File: config.mk
export PLATFORM = sky130hd
export DESIGN_NAME = cmul_sequencer
export DESIGN_NICKNAME = d
export VERILOG_FILES = /design/src/rtl/cmul_pkg.sv /design/src/rtl/cmul_tag_pipe.sv /design/src/rtl/cmul_sequencer.sv
export SDC_FILE = /design/constraint.sdc
export NUM_CORES = 1
export LEC_CHECK = 0
export BUFFER_PORTS_ARGS = -buffer_cell sky130_fd_sc_hd__buf_2
export CAP_MARGIN = 20
export CORE_ASPECT_RATIO = 0.75
export CORE_MARGIN = 2
export CORE_UTILIZATION = 61
export CTS_CLUSTER_SIZE = 40
export DETAILED_ROUTE_END_ITERATION = 10
export PLACE_DENSITY = 0.95
export SKIP_CTS_REPAIR_TIMING = 1
export SKIP_LAST_GASP = 1
export SYNTH_ARGS = -nofsm -noshare
export SYNTH_HDL_FRONTEND = slang
export SYNTH_HIERARCHICAL = 1
export SYNTH_SLANG_ARGS = --single-unit
File: constraint.sdc
create_clock -name clock -period 5.6 [get_ports clock]
set_clock_uncertainty 0.1 [all_clocks]
set_input_delay 0.84 -clock clock [delete_from_list [all_inputs] [get_ports clock]]
set_output_delay 0.84 -clock clock [all_outputs]
set_load 0.02 [all_outputs]
File: src/rtl/cmul_pkg.sv
// Shared types and constants for the complex-multiply sequencer.
// The product index selects which real product is issued or captured.
package cmul_pkg;

    typedef enum logic [1:0] {
        IDLE  = 2'd0,
        ISSUE = 2'd1,
        DRAIN = 2'd2,
        DONE  = 2'd3
    } state_t;

    typedef logic [1:0] idx_t;

    localparam idx_t P_RR = 2'd0;
    localparam idx_t P_II = 2'd1;
    localparam idx_t P_RI = 2'd2;
    localparam idx_t P_IR = 2'd3;

    typedef struct packed {
        logic valid;
        idx_t idx;
    } tag_t;

endpackage

File: src/rtl/cmul_tag_pipe.sv
// Delays the {valid, idx} tag of each issued product by MUL_LAT cycles so it
// lines up with the external multiplier's registered product.
module cmul_tag_pipe
    import cmul_pkg::*;
#(
    parameter int MUL_LAT = 1
) (
    input  logic clock,
    input  logic reset,
    input  tag_t tag_i,
    output tag_t tag_o
);

    tag_t stage_q [MUL_LAT];

    always_ff @(posedge clock or negedge reset) begin
        if (!reset) begin
            for (int i = 0; i < MUL_LAT; i++) stage_q[i] <= '0;
        end else begin
            stage_q[0] <= tag_i;
            for (int i = 1; i < MUL_LAT; i++) stage_q[i] <= stage_q[i-1];
        end
    end

    assign tag_o = stage_q[MUL_LAT-1];

endmodule

File: src/rtl/cmul_sequencer.sv
// Sequences y = x * w through one shared external multiplier, four products in four cycles.
// Optional CMUL_CONJ_EN adds a conj input that computes x * conj(w) instead.
//   state | meaning
//   IDLE  | ready for operands
//   ISSUE | drive products RR, II, RI, IR to the multiplier
//   DRAIN | wait for the last product to return
//   DONE  | hold result until downstream takes it
module cmul_sequencer
    import cmul_pkg::*;
#(
    parameter int WIDTH   = 32,
    parameter int PROD    = 48,
    parameter int MUL_LAT = 1,
    parameter int OUT_W   = PROD + 1
) (
    input  logic                    clock,
    input  logic                    reset,
    input  logic                    in_valid,
    output logic                    in_ready,
    input  logic signed [WIDTH-1:0] x_re,
    input  logic signed [WIDTH-1:0] x_im,
    input  logic signed [WIDTH/2-1:0] w_re,
    input  logic signed [WIDTH/2-1:0] w_im,
`ifdef CMUL_CONJ_EN
    input  logic                    conj,
`endif
    output logic                    out_valid,
    input  logic                    out_ready,
    output logic signed [OUT_W-1:0] y_re,
    output logic signed [OUT_W-1:0] y_im,
    output logic signed [WIDTH-1:0] mul_a,
    output logic signed [WIDTH/2-1:0] mul_b,
    input  logic signed [PROD-1:0]  mul_p
);

    state_t state_q, state_d;
    idx_t   idx_q, idx_d;
    logic   load;
    tag_t   tag_in, tag_out;

    logic signed [WIDTH-1:0]   xr_q, xi_q;
    logic signed [WIDTH/2-1:0] wr_q, wi_q;
    logic signed [OUT_W-1:0]   acc_re_q, acc_im_q;
    logic signed [OUT_W-1:0]   p_ext;
    logic                      conj_q;

    assign p_ext = OUT_W'(mul_p);

    always_ff @(posedge clock or negedge reset) begin
        if (!reset) begin
            state_q <= IDLE;
            idx_q   <= P_RR;
        end else begin
            state_q <= state_d;
            idx_q   <= idx_d;
        end
    end

    always_comb begin
        state_d    = state_q;
        idx_d      = idx_q;
        load       = 1'b0;
        in_ready   = 1'b0;
        out_valid  = 1'b0;
        mul_a      = '0;
        mul_b      = '0;
        tag_in     = '0;
        case (state_q)
            IDLE: begin
                // Held low while reset is asserted, even though the state already reads IDLE.
                in_ready = reset;
                if (in_valid) begin
                    load    = 1'b1;
                    idx_d   = P_RR;
                    state_d = ISSUE;
                end
            end
            ISSUE: begin
                mul_a        = (idx_q == P_RR || idx_q == P_RI) ? xr_q : xi_q;
                mul_b        = (idx_q == P_RR || idx_q == P_IR) ? wr_q : wi_q;
                tag_in.valid = 1'b1;
                tag_in.idx   = idx_q;
                idx_d        = idx_q + 2'd1;
                if (idx_q == P_IR) state_d = DRAIN;
            end
            DRAIN: begin
                if (tag_out.valid && tag_out.idx == P_IR) state_d = DONE;
            end
            DONE: begin
                out_valid = 1'b1;
                if (out_ready) state_d = IDLE;
            end
            default: state_d = IDLE;
        endcase
    end

    cmul_tag_pipe #(.MUL_LAT(MUL_LAT)) u_tag_pipe (
        .clock (clock),
        .reset (reset),
        .tag_i (tag_in),
        .tag_o (tag_out)
    );

`ifdef CMUL_CONJ_EN
    always_ff @(posedge clock or negedge reset) begin
        if (!reset)    conj_q <= 1'b0;
        else if (load) conj_q <= conj;
    end
`else
    assign conj_q = 1'b0;
`endif

    always_ff @(posedge clock or negedge reset) begin
        if (!reset) begin
            xr_q     <= '0;
            xi_q     <= '0;
            wr_q     <= '0;
            wi_q     <= '0;
            acc_re_q <= '0;
            acc_im_q <= '0;
        end else if (load) begin
            xr_q     <= x_re;
            xi_q     <= x_im;
            wr_q     <= w_re;
            wi_q     <= w_im;
            acc_re_q <= '0;
            acc_im_q <= '0;
        end else if (tag_out.valid) begin
            // Conjugating w flips the sign of w_im, i.e. of the II and RI products.
            case (tag_out.idx)
                P_RR:    acc_re_q <= acc_re_q + p_ext;
                P_II:    acc_re_q <= conj_q ? acc_re_q + p_ext : acc_re_q - p_ext;
                P_RI:    acc_im_q <= conj_q ? acc_im_q - p_ext : acc_im_q + p_ext;
                default: acc_im_q <= acc_im_q + p_ext;
            endcase
        end
    end

    assign y_re = acc_re_q;
    assign y_im = acc_im_q;

endmodule

==> flow_summary.json <==
{
  "final_nets": 2484,
  "finalCritPeriodShare_pct": 91.1,
  "worst-endpoint-arrival_ns": 5.40,
  "placedInstanceArea_mm2": 0.0168,
  "power_density_mw_per_mm2": 206,
  "clock_tree.root_cell": "sky130_fd_sc_hd__clkbuf_16",
  "clock_tree_from_tritoncts": "done",
  "cts_max_level": 1,
  "worst_setup_path_start_kind": "primary input",
  "reg2reg_slack_ns": 0.84,
  "clkSinkCount": 201,
  "ir_drop_uv": 198,
  "ff2ff_path_depth": 14,
  "drt_iter0_drc": 1682,
  "area.growth.synth_to_final_pct": 16.6,
  "routed-via-count": 16105,
  "final_report_max_slew_violation_count": 0,
  "i_o_pins": 296,
  "place_worst_setup_slack_ns": 0.138,
  "post-synth-top-area-fraction_pct": 33.3,
  "antenna_left": 0,
  "slowest_stage": "sky130_fd_sc_hd__nor4_1",
  "layoutNonFillerInstCount": 2584,
  "synth_fp_nets": 2244,
  "worstSetupPathType": "primary input to flop",
  "combined_global_route_utilization_of_all_metal_layers_pct": 36.9,
  "synthFlopType": "sky130_fd_sc_hd__dfrtp_1",
  "finish.instance_area_mm2": 0.0176,
  "avgSynthCellArea_um2": 7.58,
  "fill_cells": 1942,
  "min_path_type": "primary input to asynchronous set/reset pin",
  "synth_commonest_cells": "sky130_fd_sc_hd__nand2_1, sky130_fd_sc_hd__a21oi_1, sky130_fd_sc_hd__dfrtp_1, sky130_fd_sc_hd__nor2_1, sky130_fd_sc_hd__o21ai_0",
  "starting_density_of_the_core_pct": 62.5,
  "r2r-start": "u_tag_pipe/tag_o[1]",
  "layout_min_cycle_time_ns": 5.10,
  "floorplan.die.height_um": 140,
  "maximum_number_of_pins_on_one_net_before_global_route_repair": 82,
  "final_layout_size_suffix_gt1_share_pct": 16.7,
  "crit_chain": "buf_2 > or4_4 > nor4_2 > nand2_1 > or2_2 > nor3_1 > buf_4 > nand2_1 > o21ai_0 > xor2_1 > ha_1 > and3_1 > and4_1 > nand3_1 > nor4_1 > o21ai_0 > a31oi_1 > nand4b_1 > mux2i_1",
  "ys_warn_count": 6,
  "wl_um": 49500,
  "route.detailed.wl_per_inst_um": 19.2,
  "final.setup.worst_slack_ns": 0.497,
  "unrepaired_setup_endpoints_after_global_routing": "no",
  "detail_route.first_pass.iterations": 6,
  "crit_fanout": 6,
  "die_x_um": 186,
  "distinct_cells_synth": 68,
  "max_cap_violations": 0,
  "core-area_mm2": 0.0242,
  "synth_top_cell_by_area": "sky130_fd_sc_hd__dfrtp_1",
  "synth.cell_area_mm2": 0.0151,
  "sequential_cell_area_mm2": 0.00503,
  "ys_async_sr_fraction_pct": 100,
  "final.setup.tns_ns": 0,
  "clk_pin_slew_worst_setup_hold_paths_ns": 0.06,
  "synth_enable_flop_cells": 0,
  "post_placement_cell_count": 2536,
  "finalWeightedCongestion": 1.04,
  "worst_slew_pin_tran_ns": 0.982,
  "r2r_end": "y_re[27]",
  "grt_remaining_overflow": 0,
  "setup_violations": 0,
  "required_arrival_time_at_the_worst_endpoint_ns": 5.90,
  "grt_antenna_before_repair": 7,
  "count_of_buffers_inserted_at_the_top_level_ports": 295,
  "library_cell_with_the_highest_instance_count_after_synthesis": "sky130_fd_sc_hd__nand2_1",
  "netlist_instances": 1990,
  "setup.worst_path.end_class": "flop",
  "outcome": "finished clean",
  "dieArea_mm2": 0.0260,
  "synth_top_cells_by_area": "sky130_fd_sc_hd__dfrtp_1, sky130_fd_sc_hd__nand2_1, sky130_fd_sc_hd__ha_1",
  "clk_path_buf_depth": 3,
  "postSynthRegisterBits": 201,
  "first_global_vias": 14852,
  "vias_per_cell": 6.23,
  "dp_hpwl_um": 36400,
  "numCtsBuffers": 23,
  "floorplan.rows": 49,
  "yosysSeqAreaShare_pct": 33.3,
  "final_hold_viol_count": 0,
  "grt_pass1_wl_um": 76500,
  "cp_slowest_stage_delay_ns": 0.61,
  "drc": 0,
  "multi_input_comb_area_mm2": 0.00953,
  "insertion_delay_ns": 0.53,
  "relSlewSlack_pct": 34.6,
  "fmax_mhz": 196,
  "power.static_leakage_nw": 8.58,
  "finalCoreUtilization_pct": 72.8
}
## critical path: cells and delay by family
family | cells | cell delay, ns
compound gates | 3 | 0.64
buf+inv | 2 | 0.30
fa+ha+maj | 1 | 0.39
xor+xnor | 1 | 0.10
mux | 1 | 0.14
simple gates | 11 | 2.98
## sequential cells by signal, indices dropped and copies added (netlist names)
signal	cells
y_im	49
xr_q	32
wr_q	16
u_tag_pipe/tag_o	3
wi_q	16
idx_q	2
xi_q	32
y_re	49
state_q	2
## worst max-delay path by stage
stage,from,to,slack [ns],depth (start not counted)
3_3_place_gp,mul_p[13],y_re[48],0.27,18
6_report,mul_p[13],y_re[48],0.50,19
3_5_place_dp,mul_p[13],y_re[48],0.14,18
5_1_grt,mul_p[13],y_re[48],0.17,19
2_1_floorplan,mul_p[13],y_re[43],0.65,17
4_1_cts,mul_p[13],y_re[48],0.67,18
## layout make-up
| cell class | count | area share (%) |
|---|---|---|
| tap | 331 | 2.35 |
| antenna | 6 | 0.0854 |
| multi-input combinational | 1644 | 54.2 |
| clock buffer | 27 | 3.41 |
| timing repair buffer | 317 | 9.38 |
| inverter | 43 | 0.918 |
| clock inverter | 15 | 1.05 |
| sequential | 201 | 28.6 |
## metrics by stage
| stage | power (mW) | hold WS (ns) |
|---|---|---|
| 2_1_floorplan | 1.83 | 0.345 |
| 3_3_place_gp | 2.02 | 0.356 |
| 3_5_place_dp | 2.03 | 0.361 |
| 4_1_cts | 3.60 | 0.253 |
| 5_1_grt | 3.73 | 0.257 |
| 6_report | 3.62 | 0.203 |
## metal layers
metal	global-route usage [%]	wire length, um	vias to the layer above
li1	-	-	7426
met1	54.2	20900	7580
met2	54.3	21300	963
met3	6.58	5500	134
met4	13.7	1850	2
met5	0	11	-
## kinds of logic (layout without fill, tap and decap cells)
| kind of cell | Yosys count | count (layout) | share of synthesized area [%] |
|---|---|---|---|
| muxes | 18 | 18 | 1.19 |
| AOI/OAI and AO/OA | 532 | 532 | 21.5 |
| and+or+nand+nor | 882 | 882 | 25.3 |
| xor gates and xnor gates | 106 | 106 | 6.15 |
| DFF | 201 | 201 | 33.3 |
| other | 0 | 6 | 0 |
| adders and majority gates | 106 | 106 | 8.89 |
| buffers and inverters | 145 | 402 | 3.61 |
## power breakdown
part | switching (mW) | leakage, nW | total [mW] | internal [mW]
sequential | 0.00537 | 2.45 | 1.46 | 1.46
combinational | 0.354 | 5.76 | 0.568 | 0.215
clock | 0.668 | 0.376 | 1.59 | 0.922
## cells in the final DEF, fill, tap and decap left out, types with 32 or more instances in the layout
| cell | netlist | layout |
|---|---|---|
| sky130_fd_sc_hd__ha_1 | 104 | 104 |
| sky130_fd_sc_hd__a21oi_1 | 218 | 218 |
| sky130_fd_sc_hd__nor3_1 | 36 | 36 |
| sky130_fd_sc_hd__o21ai_0 | 107 | 107 |
| sky130_fd_sc_hd__nand2_1 | 556 | 555 |
| sky130_fd_sc_hd__nor2_1 | 126 | 125 |
| sky130_fd_sc_hd__buf_2 | 0 | 294 |
| sky130_fd_sc_hd__xor2_1 | 49 | 49 |
| sky130_fd_sc_hd__xnor2_1 | 57 | 57 |
| sky130_fd_sc_hd__nand3_1 | 32 | 32 |
| sky130_fd_sc_hd__dfrtp_1 | 201 | 201 |
| sky130_fd_sc_hd__a21o_1 | 49 | 49 |
| sky130_fd_sc_hd__inv_1 | 42 | 42 |
No activity file was read; power rests on OpenSTA's default activity.
